==> src/rtl/uart_rx_param_if.sv <==
// Receive-side handshake bundle of uart_rx_param: payload, status flags and valid/ready.
// master = receiver that presents frames, slave = consumer that accepts them.
interface uart_rx_param_if #(
   parameter int DATA_BITS = 8
);
   logic [DATA_BITS-1:0] data;
   logic                 valid;
   logic                 ready;
   logic                 frame_err;
   logic                 parity_err;
   logic                 overrun;

   modport master (
      output data,
      output valid,
      output frame_err,
      output parity_err,
      output overrun,
      input  ready
   );

   modport slave (
      input  data,
      input  valid,
      input  frame_err,
      input  parity_err,
      input  overrun,
      output ready
   );
endinterface

==> src/rtl/uart_rx_param.sv <==
// Parametrised oversampling UART receiver with valid/ready output and frame/parity/overrun status.
// Optional: define UART_RX_MAJORITY_EN to take every bit as a 3-sample majority around mid-bit.
module uart_rx_param #(
   parameter int DATA_BITS  = 8,
   parameter int OVERSAMPLE = 16,
   parameter int PARITY     = 0,
   parameter int STOP_BITS  = 1
) (
   input  logic            clk,
   input  logic            rst,
   input  logic            tick_i,
   input  logic            in_i,
   output logic            busy_o,
   uart_rx_param_if.master rx_if
);

   localparam int CNT_W = $clog2(OVERSAMPLE);
   localparam int IDX_W = $clog2(DATA_BITS);

`ifdef UART_RX_MAJORITY_EN
   localparam logic [CNT_W-1:0] START_LAST = CNT_W'(OVERSAMPLE / 2);
`else
   localparam logic [CNT_W-1:0] START_LAST = CNT_W'(OVERSAMPLE / 2 - 1);
`endif
   localparam logic [CNT_W-1:0] BIT_LAST   = CNT_W'(OVERSAMPLE - 1);
   localparam logic [IDX_W-1:0] DATA_LAST  = IDX_W'(DATA_BITS - 1);
   localparam logic [IDX_W-1:0] STOP_LAST  = IDX_W'(STOP_BITS - 1);
   localparam logic             PARITY_ODD = (PARITY == 1);
   localparam logic             PARITY_ON  = (PARITY != 0);

   typedef enum logic [2:0] {
      S_IDLE,
      S_START,
      S_DATA,
      S_PARITY,
      S_STOP
   } state_e;

   // Line synchroniser and tick-rate edge history
   logic sync1_q, sync_q;
   logic s_prev_q, s_prev_d;

   // Receive FSM and datapath
   state_e               state_q, state_d;
   logic [CNT_W-1:0]     cnt_q, cnt_d;
   logic [IDX_W-1:0]     idx_q, idx_d;
   logic [DATA_BITS-1:0] shift_q, shift_d;
   logic                 ferr_q, ferr_d;
   logic                 perr_q, perr_d;
   logic                 done;

   // Output holding registers
   logic [DATA_BITS-1:0] data_q, data_d;
   logic                 valid_q, valid_d;
   logic                 frame_err_q, frame_err_d;
   logic                 parity_err_q, parity_err_d;
   logic                 overrun_q, overrun_d;
   logic                 accept;

   logic [CNT_W-1:0]     last_cnt;
   logic                 at_sample;
   logic                 bit_val;

   assign last_cnt  = (state_q == S_START) ? START_LAST : BIT_LAST;
   assign at_sample = (cnt_q == last_cnt);
   assign s_prev_d  = tick_i ? sync_q : s_prev_q;

`ifdef UART_RX_MAJORITY_EN
   // The two early votes are captured on the ticks just before the decision tick
   logic [1:0] vote_q, vote_d;

   always_comb begin
      vote_d = vote_q;
      if (tick_i && (cnt_q == last_cnt - CNT_W'(2))) vote_d[0] = sync_q;
      if (tick_i && (cnt_q == last_cnt - CNT_W'(1))) vote_d[1] = sync_q;
   end

   always_ff @(posedge clk or posedge rst) begin
      if (rst) vote_q <= 2'b11;
      else     vote_q <= vote_d;
   end

   assign bit_val = (vote_q[0] & vote_q[1]) | (vote_q[0] & sync_q) | (vote_q[1] & sync_q);
`else
   assign bit_val = sync_q;
`endif

   always_ff @(posedge clk or posedge rst) begin
      if (rst) begin
         sync1_q  <= 1'b1;
         sync_q   <= 1'b1;
         s_prev_q <= 1'b1;
         state_q  <= S_IDLE;
      end else begin
         // NOTE: state uses non-blocking assignments so every flop samples pre-edge values.
         sync1_q  <= in_i;
         sync_q   <= sync1_q;
         s_prev_q <= s_prev_d;
         state_q  <= state_d;
      end
   end

   always_comb begin
      // NOTE: every output gets a default first, so no path can leave one unassigned (latch).
      state_d = state_q;
      cnt_d   = cnt_q;
      idx_d   = idx_q;
      shift_d = shift_q;
      ferr_d  = ferr_q;
      perr_d  = perr_q;
      done    = 1'b0;

      if (tick_i) begin
         if (state_q != S_IDLE) cnt_d = at_sample ? '0 : cnt_q + 1'b1;

         unique case (state_q)
            S_IDLE: begin
               if (!sync_q && s_prev_q) begin
                  state_d = S_START;
                  cnt_d   = '0;
               end
            end
            S_START: begin
               if (at_sample) begin
                  if (bit_val) begin
                     state_d = S_IDLE;
                  end else begin
                     state_d = S_DATA;
                     idx_d   = '0;
                  end
               end
            end
            S_DATA: begin
               if (at_sample) begin
                  shift_d = {bit_val, shift_q[DATA_BITS-1:1]};
                  if (idx_q == DATA_LAST) begin
                     idx_d   = '0;
                     ferr_d  = 1'b0;
                     perr_d  = 1'b0;
                     state_d = PARITY_ON ? S_PARITY : S_STOP;
                  end else begin
                     idx_d = idx_q + 1'b1;
                  end
               end
            end
            S_PARITY: begin
               if (at_sample) begin
                  perr_d  = ((^shift_q) ^ bit_val) != PARITY_ODD;
                  state_d = S_STOP;
               end
            end
            S_STOP: begin
               if (at_sample) begin
                  if (!bit_val) ferr_d = 1'b1;
                  if (idx_q == STOP_LAST) begin
                     state_d = S_IDLE;
                     done    = 1'b1;
                  end else begin
                     idx_d = idx_q + 1'b1;
                  end
               end
            end
            default: state_d = S_IDLE;
         endcase
      end
   end

   // A completing frame either replaces an empty/accepted slot or is dropped as an overrun
   always_comb begin
      accept       = valid_q && rx_if.ready;
      valid_d      = valid_q && !accept;
      data_d       = data_q;
      frame_err_d  = frame_err_q;
      parity_err_d = parity_err_q;
      overrun_d    = overrun_q;

      if (done) begin
         if (!valid_q || accept) begin
            valid_d      = 1'b1;
            data_d       = shift_q;
            frame_err_d  = ferr_d;
            parity_err_d = perr_q;
         end else begin
            overrun_d = 1'b1;
         end
      end
   end

   always_ff @(posedge clk or posedge rst) begin
      if (rst) begin
         cnt_q        <= '0;
         idx_q        <= '0;
         shift_q      <= '0;
         ferr_q       <= 1'b0;
         perr_q       <= 1'b0;
         data_q       <= '0;
         valid_q      <= 1'b0;
         frame_err_q  <= 1'b0;
         parity_err_q <= 1'b0;
         overrun_q    <= 1'b0;
      end else begin
         cnt_q        <= cnt_d;
         idx_q        <= idx_d;
         shift_q      <= shift_d;
         ferr_q       <= ferr_d;
         perr_q       <= perr_d;
         data_q       <= data_d;
         valid_q      <= valid_d;
         frame_err_q  <= frame_err_d;
         parity_err_q <= parity_err_d;
         overrun_q    <= overrun_d;
      end
   end

   assign rx_if.data       = data_q;
   assign rx_if.valid      = valid_q;
   assign rx_if.frame_err  = frame_err_q;
   assign rx_if.parity_err = parity_err_q;
   assign rx_if.overrun    = overrun_q;
   assign busy_o           = (state_q != S_IDLE);

endmodule

==> src/flat_wrapper.sv <==
// flat-port wrapper written by rule: the top's interface ports become plain ports
module uart_rx_param_flat 
#(
   parameter int DATA_BITS  = 8,
   parameter int OVERSAMPLE = 16,
   parameter int PARITY     = 0,
   parameter int STOP_BITS  = 1
)
  (clk, rst, tick_i, in_i, busy_o, rx_if_data, rx_if_valid, rx_if_frame_err, rx_if_parity_err, rx_if_overrun, rx_if_ready);
  uart_rx_param_if #(.DATA_BITS(DATA_BITS)) rx_if_i ();
  input  logic clk;
  input  logic rst;
  input  logic tick_i;
  input  logic in_i;
  output logic busy_o;
  output wire logic [$bits(rx_if_i.data)-1:0] rx_if_data;
  output wire logic [$bits(rx_if_i.valid)-1:0] rx_if_valid;
  output wire logic [$bits(rx_if_i.frame_err)-1:0] rx_if_frame_err;
  output wire logic [$bits(rx_if_i.parity_err)-1:0] rx_if_parity_err;
  output wire logic [$bits(rx_if_i.overrun)-1:0] rx_if_overrun;
  input wire logic [$bits(rx_if_i.ready)-1:0] rx_if_ready;
  assign rx_if_data = rx_if_i.data;
  assign rx_if_valid = rx_if_i.valid;
  assign rx_if_frame_err = rx_if_i.frame_err;
  assign rx_if_parity_err = rx_if_i.parity_err;
  assign rx_if_overrun = rx_if_i.overrun;
  assign rx_if_i.ready = rx_if_ready;
  uart_rx_param #(.DATA_BITS(DATA_BITS), .OVERSAMPLE(OVERSAMPLE), .PARITY(PARITY), .STOP_BITS(STOP_BITS)) u_core (.clk(clk), .rst(rst), .tick_i(tick_i), .in_i(in_i), .busy_o(busy_o), .rx_if(rx_if_i));
endmodule
==> config.mk <==
export PLATFORM = sky130hd
export DESIGN_NAME = uart_rx_param_flat
export DESIGN_NICKNAME = d
export VERILOG_FILES = /design/src/rtl/uart_rx_param_if.sv /design/src/rtl/uart_rx_param.sv /design/src/flat_wrapper.sv
export SDC_FILE = /design/constraint.sdc
export NUM_CORES = 1
export LEC_CHECK = 0
export ABC_CLOCK_PERIOD_IN_PS = 1920
export BUFFER_PORTS_ARGS = -buffer_cell sky130_fd_sc_hd__buf_2
export CAP_MARGIN = 0
export CORE_ASPECT_RATIO = 1.4
export CORE_MARGIN = 10
export CORE_UTILIZATION = 51
export CTS_BUF_LIST = sky130_fd_sc_hd__clkbuf_16
export DETAILED_ROUTE_END_ITERATION = 6
export GPL_TIMING_DRIVEN = 0
export PLACE_DENSITY = 0.83
export SLEW_MARGIN = 15
export SYNTH_ARGS = -nofsm -noshare
export SYNTH_HDL_FRONTEND = slang
export SYNTH_SLANG_ARGS = --single-unit
==> constraint.sdc <==
create_clock -name clk -period 1.92 [get_ports clk]
set_clock_uncertainty 0.2 [all_clocks]
set_input_delay 0.384 -clock clk [delete_from_list [all_inputs] [get_ports clk]]
set_output_delay 0.384 -clock clk [all_outputs]
set_load 0.01 [all_outputs]
======== After elaboration in Yosys (flattened, before gate mapping) ========
Cells that the tools add are included.
operators by class
  mux-type cells .......................... 37
  equal/unequal tests ..................... 15
  reduce and logical (&&, ||, !) cells .... 19
  add/sub/neg operators ................... 2
  bitwise logic cells ..................... 2
operator list
  operator             count
  $mux 3               13
  $mux 4               5
  $pmux 3 s5           1
  $mux 1               14
  $ne 2x1->1 const B   7
  $pmux 3 s3           1
  $reduce_and 8->1     1
  $reduce_xor 8->1     1
  $reduce_and 7->1     1
  $eq 3x2->1 const B   2
  $eq 3x3->1 const B   2
  $logic_not 3->1      2
  $reduce_bool 3->1    2
  $reduce_and 5->1     1
  $add 4x1->4 const B  1
  $eq 4x4->1           1
  $ne 2x2->1 const B   2
  $pmux 1 s2           2
  $reduce_and 2->1     2
  $add 3x1->3 const B  1
  $eq 3x1->1 const B   1
  $logic_and 1x1->1    3
  $logic_not 1->1      3
  $reduce_and 3->1     1
  5 further kinds      5
storage, ports and cells
  logic and storage cells ................. 89
  output and inout bits ................... 13
  input bits .............................. 5
  register bits ........................... 35

======== Longest topological paths before layout ========
  depth after elaboration ................. 7
  gate-level depth with buffers ........... 7
  mapped depth without buffers ............ 7

======== Worst setup path before layout ========
No wires, ideal clock.
  path type ............................... reg2reg
  start point ............................. reg u_core.state_q[0]
  end point ............................... reg u_core.data_q[0], in the netlist u_core.rx_if.data[0]
  slack ................................... -0.194 ns
  arrival time ............................ 1.789 ns
  clock period less this slack ............ 2.114 ns
  buffers on the path ..................... 1
  cell stages (with the launch flop) ...... 7
  library setup time ...................... 0.125 ns
  data required time ...................... 1.595 ns
  cells stage by stage .................... dfrtp_1 -> clkbuf_2 -> or3b_4 -> nor2b_2 -> nand4_2 -> a21oi_4 -> mux2_2
on the way
  longest elaborated chain between the ends .. 7
  elaborated cells between the ends (all ways) .. 8
  those cells by class .................... eq/ne: 3; mux: 4; reduce/logical: 1
RTL lines
  item                          RTL line              text
  start: declaration            uart_rx_param.sv:44   state_e state_q, state_d;
  start signal: assignment      uart_rx_param.sv:99   state_q <= state_d;
  $eq 3x1->1                    uart_rx_param.sv:64   assign last_cnt = (state_q == S_START) ? START_LAST : BIT_LAST;
  $mux 4                        uart_rx_param.sv:64
  $eq 4x4->1                    uart_rx_param.sv:65   assign at_sample = (cnt_q == last_cnt);
  $mux 1                        uart_rx_param.sv:153  if (at_sample) begin
  $mux 1 *                      uart_rx_param.sv:116  unique case (state_q)
  $mux 1 *                      uart_rx_param.sv:113  if (tick_i) begin
  $reduce_and 2->1 (no line) *  -
  end signal: assignment        uart_rx_param.sv:207  data_q <= data_d;
  end: declaration              uart_rx_param.sv:53   logic [DATA_BITS-1:0] data_q, data_d;
Mark *: on every way between the ends. The rest lies on a longest branch, timed or not.
A chain may end at the register's enable or synchronous reset.

======== Final worst setup path ========
  start point ............................. reg u_core.state_q[0]
  end point ............................... reg u_core.data_q[2], in the netlist u_core.rx_if.data[2]
Same word-level chain as after synthesis.

==> flow_summary_export.csv <==
group,metric,value,unit
run_status,outcome,"finished with violations",
run_status,violations,"negative setup slack",
logic_synthesis,syn-mean-instance-area,11.8,um^2
global_routing,grt_max_degree,36,
die,num_rows,24,
logic_synthesis,syn_inst,143,
detailed_routing,drt_iter0_markers,54,
global_routing,first_global_vias,1359,
sta,worstMarginPinSlew,0.708,ns
placement,io_buffers,16,
finish,n_fill_cell,222,
finish,fin_area,2190,um^2
global_routing,antenna_found_initial,0,
die,die_w,68.6,um
setup_path,crit_fanout,10,
power_and_ir_drop,p_per_area,1170,nW/um^2
die,ioPinCount,18,
logic_synthesis,ys_types,37,
detailed_routing,drc,0,
logic_synthesis,ys_ff_latch,35,
power_and_ir_drop,max-vdd-ir-drop,0.000923,V
die,initial_core_util,53.5,%
setup_path,path_class,"reg -> reg",
setup_path,crit_required,1.89,ns
finish,antenna_cells,0,
setup_path,critPathTopFamily,"simple AND/OR/NAND/NOR gates",
sta,finalHoldViolCount,0,
sta,slew_headroom,52.7,%
setup_path,cpPeakStageDelay,0.47,ns
clock_network,clock-sinks,35,
setup_path,arrival,2.11,ns
clock_network,cts_tree,"yes",
power_and_ir_drop,totalPowerFinal,2.56,mW
flow_run,cap_violations,0,
clock_network,cts_buffer_depth,2,
sta,setup_viol,18,
sta,final_max_slew_viol_count,0,
setup_path,crit_buf_inv,1,
detailed_routing,vias_per_cell,6.01,
finish,mostFrequentLayoutCell,"dfrtp_1",
setup_path,path_cells,"or3b_4, nor2b_2, nand4_2, a21oi_4, buf_12, mux2_2",
logic_synthesis,synth_edf_count,0,
setup_path,startpoint_type,"flip-flop",
die,dieArea,6040,um^2
detailed_routing,vias,1305,
worst_hold_path,min_path_type,"in -> async",
finish,nets,186,
die,coreArea,3150,um^2
placement,routabilityCongestion,0.982,
sta,fin_ws,-0.219,ns
setup_path,critPathCaptureType,"flip-flop",
power_and_ir_drop,p_leak,1.07,nW
sta,fmax,468,MHz
finish,syn2layout_area_growth,29.7,%
die,die_y,88.0,um
setup_path,critPathSlowestCell,"dfrtp_2",
detailed_routing,avgRoutedWirePerCell,19.0,um
finish,drive_above_1_share,46.1,%
clock_network,clock-root-buffer,"clkbuf_16",
global_routing,overflow,0,
placement,dpl_cell_area,1820,um^2
placement,pre_cts_ws,-0.404,ns
logic_synthesis,syn-num-nets,152,
detailed_routing,firstDrtPassIters,4,
clock_network,numCtsBuffers,5,
sta,rsz0062_at_grt,"true",
logic_synthesis,synth.cell_area,1690,um^2
logic_synthesis,async_flop_share,100,%
detailed_routing,wl,4120,um
global_routing,grt_pass1_wl,6250,um
clock_network,clk_latency,0.28,ns
clock_network,clk_pin_slew,0.06,ns
finish,fin_util,69.4,%
sta,finalCritPeriodShare,111,%
logic_synthesis,synth_warnings,0,
detailed_routing,ant_nets,0,
logic_synthesis,synth-main-ff-cell,"dfrtp_1",
finish,final_cell_mix,"30 x dfrtp_1, 18 x buf_2, 16 x mux2_2",
logic_synthesis,ys_seq_area_share,52.2,%
placement,hpwl,2450,um
sta,period_needed,2.14,ns
finish,finalNonFillerCells,217,
global_routing,grt_use_total,13.8,%
clock_network,htree_levels,2,
placement,place_inst,198,
## final timing paths
check | startpoint | endpoint | slack [ns] | depth (start not counted)
max in group asynchronous | rst | u_core.state_q[0] | 1.01 | 2
min | rst | u_core.rx_if.data[6] | 0.02 | 2
min in group clk | u_core.sync1_q | u_core.bit_val | 0.15 | 0
max | u_core.state_q[0] | u_core.rx_if.data[2] | -0.22 | 6
max reg2reg | u_core.state_q[0] | u_core.rx_if.data[2] | -0.22 | 6
min reg2reg | u_core.sync1_q | u_core.bit_val | 0.15 | 0
## state kept, by name, summed over array words and instances (netlist names)
name                     cells
u_core.rx_if.data            8
u_core.shift_q               8
u_core.cnt_q                 4
u_core.idx_q                 3
u_core.state_q               3
u_core.bit_val               1
u_core.ferr_q                1
u_core.perr_q                1
u_core.rx_if.frame_err       1
u_core.rx_if.overrun         1
u_core.rx_if.parity_err      1
u_core.rx_if.valid           1
u_core.s_prev_q              1
u_core.sync1_q               1
## routing by layer
metal | routed length [um] | GRT usage, % | up-vias
met5 | 0 | 0 | -
met1 | 1460 | 13.4 | 662
met2 | 2260 | 24.1 | 53
li1 | - | - | 570
met4 | 161 | 7.89 | 0
met3 | 237 | 4.60 | 20
## cells in the mapped netlist, types with 2 or more instances
| cell type | count | area, um^2 |
|---|---|---|
| o21ai_0 | 5 | 25.0 |
| o31ai_1 | 5 | 37.5 |
| nand2_1 | 9 | 33.8 |
| dfrtp_1 | 32 | 801 |
| nand3_1 | 3 | 15.0 |
| mux2i_1 | 3 | 30.0 |
| mux2_2 | 22 | 248 |
| and3_1 | 2 | 12.5 |
| o21ai_1 | 2 | 10.0 |
| nor3b_1 | 2 | 15.0 |
| nand4_1 | 2 | 12.5 |
| xnor2_1 | 8 | 70.1 |
| inv_1 | 12 | 45.0 |
| dfstp_2 | 3 | 78.8 |
| ha_1 | 4 | 50.1 |
| nor2b_1 | 2 | 12.5 |
| a21oi_1 | 4 | 20.0 |
| buf_2 | 3 | 15.0 |
| nor2_1 | 2 | 7.51 |
## layout make-up
| class | count | area (um^2) | area share [%] |
|---|---|---|---|
| sequential | 35 | 882 | 40.3 |
| clock inverter | 3 | 38.8 | 1.77 |
| tap | 39 | 48.8 | 2.23 |
| timing repair buffer | 30 | 198 | 9.04 |
| multi-input combinational | 90 | 826 | 37.8 |
| inverter | 12 | 45.0 | 2.06 |
| clock buffer | 5 | 125 | 5.72 |
| buffer | 3 | 23.8 | 1.09 |
## metrics by stage
| step | TNS, ns | hold WS [ns] |
|---|---|---|
| finish | -2.65 | 0.0157 |
| global route | -3.85 | 0.0565 |
| CTS | -2.43 | 0.0359 |
| detailed placement | -4.85 | 0.148 |
| global placement | -4.10 | 0.146 |
| floorplan | -1.61 | 0.145 |
## power breakdown
part | total (mW) | internal (mW) | switching [mW]
clock network | 0.898 | 0.604 | 0.294
logic | 0.746 | 0.337 | 0.410
registers | 0.919 | 0.813 | 0.107
total | 2.56 | 1.75 | 0.810
## repair_timing
item | in CTS | in global routing
hold buffers | 1 | 0
resized for setup | 8 | 16
setup buffers | 8 | 4
pin swaps | 2 | 0
cloned | 0 | 1
endpoints found under the hold margin | 1 | 0
endpoints found under the setup margin | 29 | 30
## kinds of logic after synthesis
family	after synthesis	synth area share, %
xor+xnor	9	4.67
buf+inv	18	4.52
flops	35	52.2
simple gates	29	9.79
fa+ha+maj	4	2.97
compound gates	23	9.42
mux	25	16.5
No activity file was read; power rests on OpenSTA's default activity.
